==> src/rtl/exe_wb_pipe.sv <==
// EXE -> WB pipeline register with valid/ready handshake, forwarding lookup
// over held entries and a saturating back-pressure counter.
// Optional macro EXE_WB_SKID_EN adds a skid entry behind the main entry so
// that in_ready becomes a registered signal. When the macro is undefined the
// block holds a single entry and in_ready is combinational.
module exe_wb_pipe #(
  parameter int ASIZE = 5,
  parameter int DSIZE = 32,
  parameter int CNTW  = 4
) (
  input  logic             clk,
  input  logic             rst,
  input  logic             flush,
  input  logic             in_valid,
  output logic             in_ready,
  input  logic             in_wen,
  input  logic [ASIZE-1:0] in_waddr,
  input  logic [DSIZE-1:0] in_aluout,
  output logic             out_valid,
  input  logic             out_ready,
  output logic             out_wen,
  output logic [ASIZE-1:0] out_waddr,
  output logic [DSIZE-1:0] out_aluout,
  input  logic [ASIZE-1:0] fwd_raddr,
  output logic             fwd_hit,
  output logic [DSIZE-1:0] fwd_data,
  output logic [CNTW-1:0]  stall_cnt
);

  // Saturating increment for the stall counter.
  function automatic logic [CNTW-1:0] sat_inc(input logic [CNTW-1:0] c);
    logic [CNTW-1:0] one;
    one = {{(CNTW-1){1'b0}}, 1'b1};
    return (&c) ? c : c + one;
  endfunction

  // Register 0 is hard-wired, so a write to it is squashed on entry.
  function automatic logic eff_wen(input logic wen, input logic [ASIZE-1:0] addr);
    return wen && (addr != '0);
  endfunction

  // Main entry (always drives the WB side)
  logic             vld_p1;
  logic             wen_p1;
  logic [ASIZE-1:0] waddr_p1;
  logic [DSIZE-1:0] data_p1;

  logic             vld_nxt;
  logic             wen_nxt;
  logic [ASIZE-1:0] waddr_nxt;
  logic [DSIZE-1:0] data_nxt;

  logic [CNTW-1:0]  stall_p1;
  logic [CNTW-1:0]  stall_nxt;

  logic             in_xfer;
  logic             out_xfer;
  logic             in_wen_eff;

  assign in_xfer    = in_valid && in_ready;
  assign out_xfer   = vld_p1 && out_ready;
  assign in_wen_eff = eff_wen(in_wen, in_waddr);

`ifdef EXE_WB_SKID_EN
  // Skid entry: catches a word accepted while main is held and not leaving.
  logic             skid_vld_p1;
  logic             skid_wen_p1;
  logic [ASIZE-1:0] skid_waddr_p1;
  logic [DSIZE-1:0] skid_data_p1;

  logic             skid_vld_nxt;
  logic             skid_wen_nxt;
  logic [ASIZE-1:0] skid_waddr_nxt;
  logic [DSIZE-1:0] skid_data_nxt;

  logic             in_ready_p1;

  assign in_ready = in_ready_p1;

  // Next-state for main and skid: skid refills main whenever main frees up.
  always_comb begin
    vld_nxt        = vld_p1;
    wen_nxt        = wen_p1;
    waddr_nxt      = waddr_p1;
    data_nxt       = data_p1;
    skid_vld_nxt   = skid_vld_p1;
    skid_wen_nxt   = skid_wen_p1;
    skid_waddr_nxt = skid_waddr_p1;
    skid_data_nxt  = skid_data_p1;
    if (flush) begin
      vld_nxt      = 1'b0;
      skid_vld_nxt = 1'b0;
    end else if (!vld_p1 || out_xfer) begin
      if (skid_vld_p1) begin
        vld_nxt      = 1'b1;
        wen_nxt      = skid_wen_p1;
        waddr_nxt    = skid_waddr_p1;
        data_nxt     = skid_data_p1;
        skid_vld_nxt = in_xfer;
        if (in_xfer) begin
          skid_wen_nxt   = in_wen_eff;
          skid_waddr_nxt = in_waddr;
          skid_data_nxt  = in_aluout;
        end
      end else begin
        vld_nxt = in_xfer;
        if (in_xfer) begin
          wen_nxt   = in_wen_eff;
          waddr_nxt = in_waddr;
          data_nxt  = in_aluout;
        end
      end
    end else if (in_xfer) begin
      skid_vld_nxt   = 1'b1;
      skid_wen_nxt   = in_wen_eff;
      skid_waddr_nxt = in_waddr;
      skid_data_nxt  = in_aluout;
    end
  end

  // Skid entry and registered ready (ready == skid will be empty).
  always_ff @(posedge clk or posedge rst) begin
    if (rst) begin
      skid_vld_p1   <= 1'b0;
      skid_wen_p1   <= 1'b0;
      skid_waddr_p1 <= '0;
      skid_data_p1  <= '0;
      in_ready_p1   <= 1'b1;
    end else begin
      skid_vld_p1   <= skid_vld_nxt;
      skid_wen_p1   <= skid_wen_nxt;
      skid_waddr_p1 <= skid_waddr_nxt;
      skid_data_p1  <= skid_data_nxt;
      in_ready_p1   <= !skid_vld_nxt;
    end
  end
`else
  assign in_ready = !vld_p1 || out_ready;

  // Next-state for the single entry: load on accept, empty on leave.
  always_comb begin
    vld_nxt   = vld_p1;
    wen_nxt   = wen_p1;
    waddr_nxt = waddr_p1;
    data_nxt  = data_p1;
    if (flush) begin
      vld_nxt = 1'b0;
    end else if (in_xfer) begin
      vld_nxt   = 1'b1;
      wen_nxt   = in_wen_eff;
      waddr_nxt = in_waddr;
      data_nxt  = in_aluout;
    end else if (out_xfer) begin
      vld_nxt = 1'b0;
    end
  end
`endif

  // Stall counter: counts held-but-not-taken cycles, clears otherwise.
  always_comb begin
    stall_nxt = '0;
    if (!flush && vld_p1 && !out_ready) begin
      stall_nxt = sat_inc(stall_p1);
    end
  end

  // Main entry and stall counter registers.
  always_ff @(posedge clk or posedge rst) begin
    if (rst) begin
      vld_p1   <= 1'b0;
      wen_p1   <= 1'b0;
      waddr_p1 <= '0;
      data_p1  <= '0;
      stall_p1 <= '0;
    end else begin
      vld_p1   <= vld_nxt;
      wen_p1   <= wen_nxt;
      waddr_p1 <= waddr_nxt;
      data_p1  <= data_nxt;
      stall_p1 <= stall_nxt;
    end
  end

  // Forwarding lookup: youngest matching valid entry wins.
  always_comb begin
    fwd_hit  = 1'b0;
    fwd_data = '0;
    if (fwd_raddr != '0) begin
`ifdef EXE_WB_SKID_EN
      if (skid_vld_p1 && skid_wen_p1 && (skid_waddr_p1 == fwd_raddr)) begin
        fwd_hit  = 1'b1;
        fwd_data = skid_data_p1;
      end else if (vld_p1 && wen_p1 && (waddr_p1 == fwd_raddr)) begin
        fwd_hit  = 1'b1;
        fwd_data = data_p1;
      end
`else
      if (vld_p1 && wen_p1 && (waddr_p1 == fwd_raddr)) begin
        fwd_hit  = 1'b1;
        fwd_data = data_p1;
      end
`endif
    end
  end

  assign out_valid  = vld_p1;
  assign out_wen    = wen_p1;
  assign out_waddr  = waddr_p1;
  assign out_aluout = data_p1;
  assign stall_cnt  = stall_p1;

endmodule
==> config.mk <==
export PLATFORM = sky130hd
export DESIGN_NAME = exe_wb_pipe
export DESIGN_NICKNAME = d
export VERILOG_FILES = /design/src/rtl/exe_wb_pipe.sv
export SDC_FILE = /design/constraint.sdc
export NUM_CORES = 1
export LEC_CHECK = 0
export CORE_UTILIZATION = 42
export DETAILED_ROUTE_END_ITERATION = 12
export PLACE_DENSITY = 0.92
export SETUP_SLACK_MARGIN = 0.3
export SYNTH_ARGS = -nofsm -noshare
export SYNTH_HDL_FRONTEND = slang
export SYNTH_SLANG_ARGS = --single-unit
==> constraint.sdc <==
create_clock -name clk -period 4 [get_ports clk]
set_input_delay 0.6 -clock clk [delete_from_list [all_inputs] [get_ports clk]]
set_output_delay 0.6 -clock clk [all_outputs]
set_load 0.03 [all_outputs]
==> reports/qor.csv <==
metric;value;unit
Leak Pwr;1.509;nW
compound-cell area share of the yosys netlist;0.4834;%
fmax;0.2758;GHz
Die ar.;5849;sq um
starting density of the core;44.48;%
design area;3747;sq um
DRC;0;
core footprint;5238;sq um
Cell Area, Synth;2330;sq um
Hold Path Origin;out_aluout[9]$_DFFE_PP0P_;
fraction of synthesized area in multiplexers;18.74;%
Worst Max-Slew Pin Slew;0.5628;ns
register share of total power;39.0;%
crit path max fanout;17;
Worst Hold Class;register to register;
TritonCTS clock tree;built;
Post-Synth Simple-Gate Area;26.05;%
vias in the first global route;1921;
CP Class;input pin to output port;
CTS root buffer;clkbuf_8;
filler cell count;391;
synthesized net count;211;
CTS HTree Levels;2;
max_slew headroom;62.48;%
Syn Inst Count;162;
Seq. cell area;1076;sq um
RR Startpoint;out_valid$_DFFE_PP0P_;
drt total wl;6128;microns
syn avg cell area;14.38;sq um
peak supply drop;0.2475;mV
Distinct cells, synth;27;
Req. time, crit path;3.40;ns
Pre-antenna DRT Iters;4;
Final Total Pwr;1.427;mW
Area growth, synth to finish;60.85;%
GR Overflow Total;0;
dpl hpwl;4095;microns
deepest clock path buffer count;2;
power share of the clock group;24.2;%
cell-internal power;0.9521;mW
Row Count;26;
mean routed wirelength per cell;17.21;microns
status;complete, no violations;
flops & latches, synth;43;
first-pass GRT wire length;9798;microns
chip width;76.48;microns
1st-iter DRT viols;62;
largest family of logic cells by synthesized area;simple AND/OR/NAND/NOR gates;
Clock Skews;0.007527;ns
register area share after synthesis;46.19;%
adder-cell share of the synthesized area;0.5371;%
vias per inst;5.199;
asr flop ratio synth;100.0;%
Final setup viols;0;
final hold vios;0;
element type at the critical path start;input pin;
antenna viol nets, final;0;
antenna violations before repair;0;
GRT Resource Usage Total;21.38;%
top-level I/O count;125;
CTS sink cnt;43;
hold slack;0.5327;ns
largest net degree at the start of global routing;44;
n_diodes;0;
via count;1851;
clock-pin slew on the worst setup and hold paths;0.08;ns
XOR/XNOR share of the synthesized area;2.256;%
RSZ-0062 raised after global routing;no;
TritonCTS buffer count;5;
top_reg_cell synth;dfrtp_1;
Multi-input gate area;1144;sq um
Area after DPL;3598;sq um
fin util;71.55;%
Die Height;76.48;microns
crit path from;fwd_raddr[1];
layout cells sized above 1;29.37;%
Syn. warnings;0;
nets;334;
Pwr Density;380.8;nW/um^2
setup tns final;0;ns
Slew Viols, Final;0;
logic gate share of total power;36.8;%
crit path capture type;output port;
data arrival time of the worst path;3.03;ns
Sw Share;33.28;%
fin crit share;90.64;%
RePlAce Congestion;0.7370;
Net Sw Power;0.4748;mW
worst skew pair latency;0.29;ns
Period minus WS final;3.626;ns
port bufs;124;
Max Cap Violations;0;
number of flops mapped to enable cells by yosys;0;
## cells in the final DEF, fill, tap and decap left out, types with 2 or more instances in the layout
cell type / instances
or4_1: 2
xnor2_1: 3
mux2_2: 37
nor4b_4: 3
or4_4: 2
nor2_1: 6
dlymetal6s2s_1: 8
nand3_1: 2
buf_4: 4
xor2_1: 3
mux2i_1: 2
nand2_1: 2
nor3_1: 3
nor4b_1: 3
clkbuf_8: 6
nor4b_2: 26
inv_1: 2
clkdlybuf4s50_1: 116
dfrtp_1: 43
## repair_timing
item / CTS / global route
gates cloned: 1 / 0
setup endpoints to repair: 5 / 8
setup buffers: 0 / 0
gates resized for setup: 1 / 8
pin swaps: 1 / 0
hold buffers: 0 / 0
endpoints found under the hold margin: 0 / 0
## layout make-up
| class | count | area share [%] |
|---|---|---|
| tap | 70 | 2.337 |
| timing repair buffer | 129 | 34.99 |
| inverter | 3 | 0.3005 |
| clock buffer | 6 | 2.204 |
| clock inverter | 2 | 0.9349 |
| multi-input combinational | 103 | 30.52 |
| sequential | 43 | 28.71 |
## per-stage QoR
step                setup slack (ns)  std cells
floorplan                     0.9215        162
global placement              0.3097        347
detailed placement            0.2455        347
CTS                           0.2911        356
global route                  0.3013        356
finish                        0.3742        356
## registers in the layout, summed over array words and instances, names as in the netlist
register    flops
out_valid       1
out_aluout     32
out_waddr       5
out_wen         1
stall_cnt       4
## logic make-up (layout without fill, tap and decap cells)
family,count (synthesis),after routing
adders and majority gates,1,1
DFF,43,43
buffers and inverters,17,140
muxes,39,39
AOI/OAI and AO/OA,2,2
and+or+nand+nor,54,55
xor gates and xnor gates,6,6
## power by group through the flow
| stage | Clock (mW) | Sequential [mW] | Combinational, mW |
|---|---|---|---|
| CTS | 0.356 | 0.557 | 0.530 |
| floorplan | 0 | 0.688 | 0.170 |
| global placement | 0 | 0.559 | 0.513 |
| global route | 0.371 | 0.568 | 0.549 |
| detailed placement | 0 | 0.565 | 0.522 |
| finish | 0.346 | 0.556 | 0.525 |
## final timing paths
check	to	slack [ns]	cells after the start
min in group asynchronous	out_aluout[6]$_DFFE_PP0P_	0.75	3
setup / recovery	fwd_data[30]	0.37	5
hold reg to reg	out_aluout[9]$_DFFE_PP0P_	0.53	1
max in group asynchronous	out_waddr[0]$_DFFE_PP0P_	2.87	3
hold / removal	out_aluout[9]$_DFFE_PP0P_	0.53	1
setup reg to reg	out_aluout[27]$_DFFE_PP0P_	2.40	4
## critical path: stages
cell and delay, ns:
clkdlybuf4s50_1 0.43, xor2_1 0.19, or4_4 0.74, nor4b_1 0.34, clkdlybuf4s50_1 0.72
## cell usage after synthesis, types with 6 or more instances
master   number  area [sq um]
nor4b_2      26         390.4
nor2_1        6         22.52
dfrtp_1      43          1076
mux2_2       37         416.7
buf_2         8         40.04
## routing by layer
layer	vias to the layer above	wire (microns)	global-route usage [%]
met5	-	0	0
met2	77	3205	38.47
met1	925	2538	25.89
met4	0	13	2.885
li1	847	-	-
met3	2	370	5.988
Note: power is estimated with default switching activity, not from simulation.
